`config.mk`:
```
export PLATFORM = sky130hd
export DESIGN_NAME = run_mode_ctrl
export DESIGN_NICKNAME = d
export VERILOG_FILES = /design/src/rtl/jpegls_pkg.sv /design/src/rtl/run_mode_ctrl.sv
export SDC_FILE = /design/constraint.sdc
export NUM_CORES = 1
export LEC_CHECK = 0
export CORE_MARGIN = 5
export CORE_UTILIZATION = 30
export DETAILED_ROUTE_END_ITERATION = 8
export MAX_ROUTING_LAYER = met4
export PLACE_DENSITY_LB_ADDON = 0.15
export SYNTH_ARGS = -nofsm -noshare
export SYNTH_HDL_FRONTEND = slang
export SYNTH_SLANG_ARGS = --single-unit
export TNS_END_PERCENT = 10
```
`constraint.sdc`:
```
create_clock -name clk -period 3 [get_ports clk]
set_clock_uncertainty 0.2 [all_clocks]
set_input_delay 0.45 -clock clk [delete_from_list [all_inputs] [get_ports clk]]
set_output_delay 0.45 -clock clk [all_outputs]
set_load 0.1 [all_outputs]
```
`src/rtl/jpegls_pkg.sv`:
```
`default_nettype none
// +----------------------------------------------------------------------+
// | jpegls_pkg : shared encodings for the LOCO-I run-mode path            |
// | Rev 1.0                                                              |
// +----------------------------------------------------------------------+
package jpegls_pkg;

   localparam logic [1:0] MODE_NONE = 2'b00;
   localparam logic [1:0] MODE_EOL  = 2'b10;
   localparam logic [1:0] MODE_RI   = 2'b11;

   localparam int NEAR_DEFAULT = 0;
   localparam int CNT_W        = 10;

   typedef enum logic [1:0] {
      ST_IDLE = 2'd0,
      ST_RUN  = 2'd1,
      ST_GAP  = 2'd2
   } run_state_e;

endpackage
`default_nettype wire

```
`src/rtl/run_mode_ctrl.sv`:
```
`default_nettype none
// +----------------------------------------------------------------------+
// | run_mode_ctrl : run-mode sequencer issuing commands to the run coder  |
// | Rev 1.0                                                              |
// +----------------------------------------------------------------------+
module run_mode_ctrl
   import jpegls_pkg::*;
#(
   parameter int NEAR    = NEAR_DEFAULT,
   parameter int MAX_RUN = 1023,
   parameter int RI_GAP  = 2
) (
   input  logic       clk,
   input  logic       reset,
   input  logic       pix_valid,
   output logic       pix_ready,
   input  logic       run_start,
   input  logic       eol,
   input  logic [8:0] Ix,
   input  logic [8:0] Ra,
   input  logic [8:0] Rb,
   output logic       in_run,
   output logic       en,
   output logic [1:0] mode,
   output logic [9:0] runcnt,
   output logic [8:0] Ra_o,
   output logic [8:0] Rb_o,
   output logic [8:0] Ix_o,
   output logic       run_ovf
);

   localparam logic [CNT_W-1:0] MAX_CNT  = CNT_W'(MAX_RUN);
   localparam logic [CNT_W-1:0] NEAR_W   = CNT_W'(NEAR);
   localparam logic [7:0]       GAP_LAST = (RI_GAP > 0) ? 8'(RI_GAP - 1) : 8'd0;

   run_state_e       state_q, state_d;
   logic [CNT_W-1:0] cnt_q, cnt_d;
   logic [7:0]       gap_q, gap_d;
   logic             ovf_q, ovf_d;
   logic             en_q, en_d;
   logic [1:0]       mode_q, mode_d;
   logic [9:0]       runcnt_q, runcnt_d;
   logic [8:0]       ra_q, ra_d, rb_q, rb_d, ix_q, ix_d;

   logic signed [9:0] w_diff;
   logic [9:0]        w_absdiff;
   logic              w_match;
   logic              w_xfer;
   logic [CNT_W-1:0]  w_cnt_inc;
   run_state_e        w_after_ri;

   assign w_diff    = $signed({1'b0, Ix}) - $signed({1'b0, Ra});
   assign w_absdiff = w_diff[9] ? $unsigned(-w_diff) : $unsigned(w_diff);
   assign w_match   = (w_absdiff <= NEAR_W);

   assign pix_ready  = (state_q != ST_GAP);
   assign w_xfer     = pix_valid & pix_ready;
   assign w_cnt_inc  = (cnt_q == MAX_CNT) ? cnt_q : cnt_q + 10'd1;
   // A zero-length gap returns straight to IDLE so intake is never throttled.
   assign w_after_ri = (RI_GAP == 0) ? ST_IDLE : ST_GAP;

   always_comb begin
      state_d  = state_q;
      cnt_d    = cnt_q;
      gap_d    = gap_q;
      ovf_d    = ovf_q;
      en_d     = 1'b0;
      mode_d   = MODE_NONE;
      runcnt_d = '0;
      ra_d     = '0;
      rb_d     = '0;
      ix_d     = '0;
      in_run   = 1'b0;
      case (state_q)
         ST_IDLE: begin
            in_run = run_start;
            if (w_xfer && run_start) begin
               if (w_match && eol) begin
                  en_d     = 1'b1;
                  mode_d   = MODE_EOL;
                  runcnt_d = 10'd1;
               end else if (w_match) begin
                  cnt_d   = 10'd1;
                  state_d = ST_RUN;
               end else begin
                  en_d    = 1'b1;
                  mode_d  = MODE_RI;
                  ra_d    = Ra;
                  rb_d    = Rb;
                  ix_d    = Ix;
                  gap_d   = '0;
                  state_d = w_after_ri;
               end
            end
         end
         ST_RUN: begin
            in_run = 1'b1;
            if (w_xfer) begin
               if (w_match) begin
                  if (cnt_q == MAX_CNT) ovf_d = 1'b1;
                  if (eol) begin
                     en_d     = 1'b1;
                     mode_d   = MODE_EOL;
                     runcnt_d = w_cnt_inc;
                     cnt_d    = '0;
                     state_d  = ST_IDLE;
                  end else begin
                     cnt_d = w_cnt_inc;
                  end
               end else begin
                  en_d     = 1'b1;
                  mode_d   = MODE_RI;
                  runcnt_d = cnt_q;
                  ra_d     = Ra;
                  rb_d     = Rb;
                  ix_d     = Ix;
                  cnt_d    = '0;
                  gap_d    = '0;
                  state_d  = w_after_ri;
               end
            end
         end
         ST_GAP: begin
            if (gap_q == GAP_LAST) begin
               gap_d   = '0;
               state_d = ST_IDLE;
            end else begin
               gap_d = gap_q + 8'd1;
            end
         end
         default: state_d = ST_IDLE;
      endcase
   end

   always_ff @(posedge clk or negedge reset) begin
      if (!reset) begin
         state_q  <= ST_IDLE;
         cnt_q    <= '0;
         gap_q    <= '0;
         ovf_q    <= 1'b0;
         en_q     <= 1'b0;
         mode_q   <= MODE_NONE;
         runcnt_q <= '0;
         ra_q     <= '0;
         rb_q     <= '0;
         ix_q     <= '0;
      end else begin
         state_q  <= state_d;
         cnt_q    <= cnt_d;
         gap_q    <= gap_d;
         ovf_q    <= ovf_d;
         en_q     <= en_d;
         mode_q   <= mode_d;
         runcnt_q <= runcnt_d;
         ra_q     <= ra_d;
         rb_q     <= rb_d;
         ix_q     <= ix_d;
      end
   end

   assign en      = en_q;
   assign mode    = mode_q;
   assign runcnt  = runcnt_q;
   assign Ra_o    = ra_q;
   assign Rb_o    = rb_q;
   assign Ix_o    = ix_q;
   assign run_ovf = ovf_q;

endmodule
`default_nettype wire

```
======== After elaboration in Yosys (flattened, before gate mapping) ========
Index checks and enable logic that the tools add are counted.
storage, ports and cells
  flip-flop bits (word level) ............. 61
  bits of input ports ..................... 32
  output and inout port bits .............. 43
  logic and storage cells ................. 95
cells by class
  $add $sub $neg .......................... 4
  order comparisons ....................... 1
  eq/ne operators ......................... 11
  mux-type cells .......................... 59
  bitwise gates (word level) .............. 1
  reductions and logical operators ........ 9
operators with widths
  cell                                                             number
  2-to-1 mux 10 bit                                                11
  2-to-1 mux 9 bit                                                 12
  case mux 9 bit (2 select lines)                                  3
  2-to-1 mux 8 bit                                                 5
  case mux 10 bit (2 select lines)                                 2
  2-to-1 mux 2 bit                                                 13
  case mux 8 bit (3 select lines)                                  1
  != test 2 bit, second input constant                             6
  adder 10 x 1 -> 10 bit, second input constant                    1
  == test 10 bit, second input constant                            1
  less-or-equal comparator 10 x 1 -> 1 bit, second input constant  1
  negation 10 bit                                                  1
  AND reduction 5 bit                                              2
  subtractor 9 x 9 -> 10 bit                                       1
  adder 8 x 1 -> 8 bit, second input constant                      1
  == test 8 x 1 -> 1 bit, second input constant                    1
  2-to-1 mux 1 bit                                                 8
  AND reduction 4 bit                                              2
  case mux 2 bit (3 select lines)                                  1
  case mux 1 bit (2 select lines)                                  2
  case mux 2 bit (2 select lines)                                  1
  != test 3 bit, second input constant                             1
  nonzero test 3 bit                                               1
  == test 2 x 1 -> 1 bit, second input constant                    1
  other kinds (5)                                                  6

======== Depth between registers and ports, before layout ========
Gate-level depths: netlist of the first run.
  depth in word-level cells ............... 8
  gate-level depth with buffers ........... 15
  depth with buffers taken out ............ 13

======== Least setup slack after synthesis of the first run ========
OpenSTA, ideal clock, no wires.
  kind .................................... input-to-reg
  from .................................... input Ra[5]
  to ...................................... register ix_q[6] (netlist: Ix_o[6])
  library setup time ...................... 119 ps
  data arrival time ....................... 3,046 ps
  data required time ...................... 2,681 ps
  setup slack ............................. -365 ps
  cell stages on the path ................. 15
  path buffers ............................ 4
  cell sequence ........................... inv_1 -> ha_1 -> buf_6 -> a41oi_2 -> o21ai_1 -> and2_4 -> or3_1 -> buf_2 -> or4_4 -> a21oi_2 -> and3_1 -> buf_4 -> nor2_4 -> buf_2 -> and2_1
between the ends
  word-level cells in the longest chain between the ends .. 8
  elaborated cells between the ends (all ways) .. 10
  classes of those cells .................. 2 x add/sub; 1 x order compare; 6 x mux; 1 x reduce/logical
ends and longest elaborated chain
  item                                                          RTL line                                                       source
  start: declaration                                            run_mode_ctrl.sv:20                                            input logic [8:0] Ra,
  subtractor 9 x 9 -> 10 bit (*)                                run_mode_ctrl.sv:52                                            assign w_diff = $signed({1'b0, Ix}) - $signed({1'b0, Ra});
  negation 10 bit                                               run_mode_ctrl.sv:53                                            assign w_absdiff = w_diff[9] ? $unsigned(-w_diff) : $unsigned(w_diff);
  2-to-1 mux 10 bit (*)                                         run_mode_ctrl.sv:53
  less-or-equal comparator 10 x 1 -> 1 bit (*)                  run_mode_ctrl.sv:54                                            assign w_match = (w_absdiff <= NEAR_W);
  2-to-1 mux 9 bit / logical AND 1 bit (equally long branches)  run_mode_ctrl.sv:82, run_mode_ctrl.sv:99, run_mode_ctrl.sv:78
  2-to-1 mux 9 bit                                              run_mode_ctrl.sv:78                                            if (w_match && eol) begin
  2-to-1 mux 9 bit                                              run_mode_ctrl.sv:77                                            if (w_xfer && run_start) begin
  case mux 9 bit (2 select lines) (*)                           run_mode_ctrl.sv:74                                            case (state_q)
  named net ix_d[6]                                             run_mode_ctrl.sv:43                                            logic [8:0] ra_q, ra_d, rb_q, rb_d, ix_q, ix_d;
  end signal: assignment                                        run_mode_ctrl.sv:157                                           ix_q <= ix_d;
  end: declaration                                              run_mode_ctrl.sv:43
Mark *: on every way through the listed nets, which the timed path passes. The rest lies on a longest branch.
A chain may end at the register's enable or synchronous reset.

======== Final worst setup path of the first run ========
  from .................................... input Ra[6]
  to ...................................... register cnt_q[3]
between the ends
  word-level cells in the longest chain between the ends .. 7
  elaborated cells between the ends (all ways) .. 11
  classes of those cells .................. 2 x add/sub; 1 x order compare; 2 x eq/ne; 4 x mux; 2 x reduce/logical
ends and longest elaborated chain
  item                                                                            RTL line                                  source
  subtractor 9 x 9 -> 10 bit (*)                                                  run_mode_ctrl.sv:52
  negation 10 bit                                                                 run_mode_ctrl.sv:53
  2-to-1 mux 10 bit (*)                                                           run_mode_ctrl.sv:53
  less-or-equal comparator 10 x 1 -> 1 bit (*)                                    run_mode_ctrl.sv:54
  2-to-1 mux 10 bit / logical AND 1 bit (equally long branches)                   run_mode_ctrl.sv:99, run_mode_ctrl.sv:78
  2-to-1 mux 10 bit / != test 2 bit (equally long branches)                       --
  case mux 10 bit (2 select lines) / AND reduction 5 bit (equally long branches)  --
  end signal: assignment                                                          run_mode_ctrl.sv:149                      cnt_q <= cnt_d;
  end: declaration                                                                run_mode_ctrl.sv:37                       logic [CNT_W-1:0] cnt_q, cnt_d;
Mark *: on every way between the ends. The rest lies on a longest branch, timed or not. The select of a mux whose other input is x is not followed.

==> summary.txt, run 1 <==
Run status
  – Status: finished, violations left
  – Violated checks: setup timing

Logic synthesis
  – Most used DFF post-synth: dfrtp_1
  – Post-Syn Nets: between 400 and 500
  – Syn avg cell area: approximately 9.5 um^2
  – Netlist Area Pre-Place: 3550 um^2
  – Gate Count Post-Synth: about 370
  – #FFs+latches synth: 60
  – Synth top area share: between 40% and 50%
  – Register area share after synthesis: between 40% and 50%
  – Most area-consuming cells after synthesis: dfrtp_1 (42%), ha_1 (4.2%), and2_1 (4.1%), nand2_1 (3.4%), nor2_1 (2.1%)
  – Number of synthesized flops with an enable pin: 0
  – Cell variety after synth: 76
  – Post-synth top area cell: dfrtp_1
  – Yosys Warn Count: 0
  – FFs w/ async S/R, synth: 100%

Global routing
  – Largest net degree at the start of global routing: 61
  – Grt ovf: 0
  – Initial antenna violation count: 0
  – First-pass GRT wire length: roughly 17 mm
  – GR Util All Layers: 15.7%
  – Vias in the first global route: 3400

Hold path
  – WHS Path Cells: 4
  – Hold path startpoint: Ix[0]
  – Tightest Hold Check Type: input pin to flip-flop
  – Endpoint, Worst Hold: Ix_o[0]

Setup path
  – Reg-to-reg setup timing slack: 0.29 ns
  – Crit. End Element: flip-flop
  – Largest stage delay on the critical path: roughly 0.50 ns
  – Worst path arrival time: 3.28 ns
  – CP Cell Sequence: clkdlybuf4s15_2 -> inv_12 -> ha_4 -> a41oi_2 -> o21ai_1 -> and2_4 -> or3_4 -> or4_4 -> a21oi_2 -> buf_4 -> nand4_1 -> buf_6 -> a32oi_2 -> o31ai_4
  – CP delay by family, top: simple AND/OR/NAND/NOR gates
  – Critical Path RT: roughly 3.0 ns
  – Crit start category: input pin
  – R2r startpoint: cnt_q[3]
  – Worst r2r path cells: 9
  – Crit path buf inv count: 4
  – Crit path kind: input pin to flip-flop
  – Crit-path max FO: 10
  – Max stage delay cell, worst path: or4_4
  – Reg-to-reg critical path endpoint: cnt_q[3]

Timing
  – Worst slew margin: between 60 and 70%
  – Final setup viols: between 40 and 50
  – Hold slack: around 0.24 ns
  – Final slew viol count: 0
  – RSZ-0062 raised after global routing: true
  – Total Neg Setup Slack: -4.90 ns
  – Post-route clock period utilization: 109%
  – Final Hold Vio Count: 0
  – Worst-margin pin slew: between 0.4 and 0.5 ns
  – Max frequency: about 310 MHz
  – Post-route minimum period: 3.27 ns
  – Final setup margin: -0.267 ns

Finish
  – Layout cell share with drive strength beyond 1: approximately 43%
  – Cell area after layout: around 5600 um^2
  – Final antenna diode count: 0
  – Synth-to-Final Area Change: 58.9%
  – Layout fillers: 1075
  – Final nets: 559

Route
  – Detail Route Antenna Nets: 0
  – WL per Instance: approximately 16 um
  – Pre-antenna DRT Iters: 4
  – Total vias in the final route: ~3400
  – Drt total wl: between 10 and 15 mm
  – Initial DRC Count: 196
  – Vias/cell: 5.09
  – Residual DRC count: 0

Clock network
  – CTS tree: built
  – Clock Pin Slew Worst Setup and Hold Paths: roughly 0.050 ns
  – Inserted Clock Buffers: 9
  – # clock sinks: 60
  – Root buf cell: clkbuf_16
  – Max Buffers Root-to-Sink: 2
  – H-tree depth: 3
  – Clock Latency Late Sink: between 0.3 and 0.4 ns

Die
  – DIE WIDTH: roughly 120 um
  – DIE AREA: 14100 um^2
  – IO Pins: 75
  – Die Ht: ~120 um
  – Starting Density: between 30% and 40%
  – Row count: 39
  – Core area: 11500 um^2

Placement
  – Dpl hpwl: 7.43 mm
  – Placer Congestion: roughly 0.87
  – Input/output buffers: 74
  – Setup WS pre-CTS: -1.07 ns
  – Placed cell areas: 4830 um^2

Power and ir drop
  – Max IR drop VDD: 0.000263 V
  – Leakage: roughly 2.5 nW
  – Cell Pwr Density: 580 nW/um^2

Flow run
  – Max Cap Viol: 0
## layer usage
layer | routed length, um | global-route usage (%) | vias up
met5 | 0 | - | -
met4 | 150 | 5.43 | 0
met3 | 319 | 3.20 | 12
met2 | 5150 | 25.1 | 49
met1 | 4770 | 19.9 | 1653
li1 | - | - | 1658
## cells in the final DEF, fill, tap and decap left out, types with 8 or more instances in the layout
cell,count
dlygate4sd2_1,10
o21ai_0,9
nor3_2,8
nand2_1,30
and3_1,8
buf_4,104
clkdlybuf4s50_1,14
clkbuf_16,9
dfrtp_1,60
nand3_1,13
buf_6,8
a21oi_1,10
ha_4,9
nor2_1,18
nand4_1,8
and2_1,23
## synth_stat cells (3+ instances only)
master	number
a211oi_1	5
a21o_1	5
a21oi_1	13
a31oi_1	3
a32oi_1	5
and2_1	23
and3_1	11
buf_2	6
buf_4	4
clkbuf_1	7
dfrtp_1	60
ha_1	12
inv_1	16
nand2_1	32
nand3_1	14
nand4_1	8
nor2_1	20
nor2b_1	7
nor3_1	14
nor3b_1	3
nor4b_1	6
o211ai_1	6
o21a_1	4
o21ai_0	13
o21ai_1	5
o22a_1	3
o22ai_2	3
o31ai_1	4
o32ai_1	3
or3_1	4
xnor2_1	5
## power by group
| group | internal (mW) | switching [mW] |
|---|---|---|
| registers | 0.884 | 0.0674 |
| clock network | 0.638 | 0.369 |
| logic | 0.472 | 0.841 |
## worst reg2reg max path, cell delays in order (launching register included)
cell     delay [ns]
dfrtp_1        0.47
and2_1         0.22
and4_1         0.25
and3_1         0.24
nand3_1        0.27
and3_1         0.27
nand2_1        0.15
and2_1         0.21
a32oi_2        0.22
o31ai_4        0.10
## metrics by stage
stage	utilization [%]	power, mW	cells
2_1_floorplan	-	1.76	374
3_3_place_gp	42.0	2.14	631
3_5_place_dp	42.0	2.15	631
4_1_cts	47.4	3.27	660
5_1_grt	49.0	3.44	662
6_report	49.0	3.27	662
## layout make-up
| cell class | count | area, um^2 | area share, % |
|---|---|---|---|
| inverters | 17 | 88.8 | 1.57 |
| well taps | 143 | 179 | 3.17 |
| flip-flops and latches | 60 | 1500 | 26.6 |
| repair buffers | 148 | 1260 | 22.3 |
| multi-input cells | 278 | 2330 | 41.3 |
| clock inverters | 5 | 52.6 | 0.931 |
| clock buffers | 11 | 233 | 4.12 |
## what timing repair did
action	in CTS	in global routing
resized for setup	80	32
endpoints found under the setup margin	60	60
buffers inserted	12	3
pin swaps	32	22
hold endpoints to repair	60	0
hold buffers	1	0
## worst max path at each step
| stage | slack [ns] | end | cells after the start | start |
|---|---|---|---|---|
| 2_1_floorplan | -0.27 | gap_q[0] | 15 | Ix[0] |
| 3_3_place_gp | -1.06 | cnt_q[3] | 17 | Ix[0] |
| 3_5_place_dp | -1.07 | cnt_q[3] | 15 | Ix[0] |
| 4_1_cts | -0.24 | cnt_q[7] | 17 | Ix[0] |
| 5_1_grt | -0.38 | cnt_q[5] | 16 | Ix[0] |
| 6_report | -0.27 | cnt_q[3] | 14 | Ra[6] |
## cells by family after synthesis
logic type | count (synthesis) | share of synthesized area (%)
buffers and inverters | 36 | 4.86
AOI/OAI and AO/OA | 92 | 19.2
muxes | 2 | 0.634
xor gates and xnor gates | 6 | 1.48
and+or+nand+nor | 165 | 26.8
adders and majority gates | 13 | 4.79
DFF | 60 | 42.3
## flip-flops by register name, indices dropped and copies added (netlist names)
register  cells
en            1
mode          1
runcnt       10
state_q       2
run_ovf       1
Ra_o          9
Ix_o          9
Rb_o          9
cnt_q        10
gap_q         8
Note: power is estimated with default switching activity, not from simulation.
==> run 2: changes to the inputs <==
--- a/config.mk
+++ b/config.mk
@@ -5,11 +5,13 @@
 export SDC_FILE = /design/constraint.sdc
 export NUM_CORES = 1
 export LEC_CHECK = 0
+export ABC_CLOCK_PERIOD_IN_PS = 3000
 export CORE_MARGIN = 5
 export CORE_UTILIZATION = 30
 export DETAILED_ROUTE_END_ITERATION = 8
 export MAX_ROUTING_LAYER = met4
 export PLACE_DENSITY_LB_ADDON = 0.15
+export SLEW_MARGIN = 5
 export SYNTH_ARGS = -nofsm -noshare
 export SYNTH_HDL_FRONTEND = slang
 export SYNTH_SLANG_ARGS = --single-unit
==> results of run 2 <==
Same layout as run 1: the final DEF is identical, and so are final timing and power.
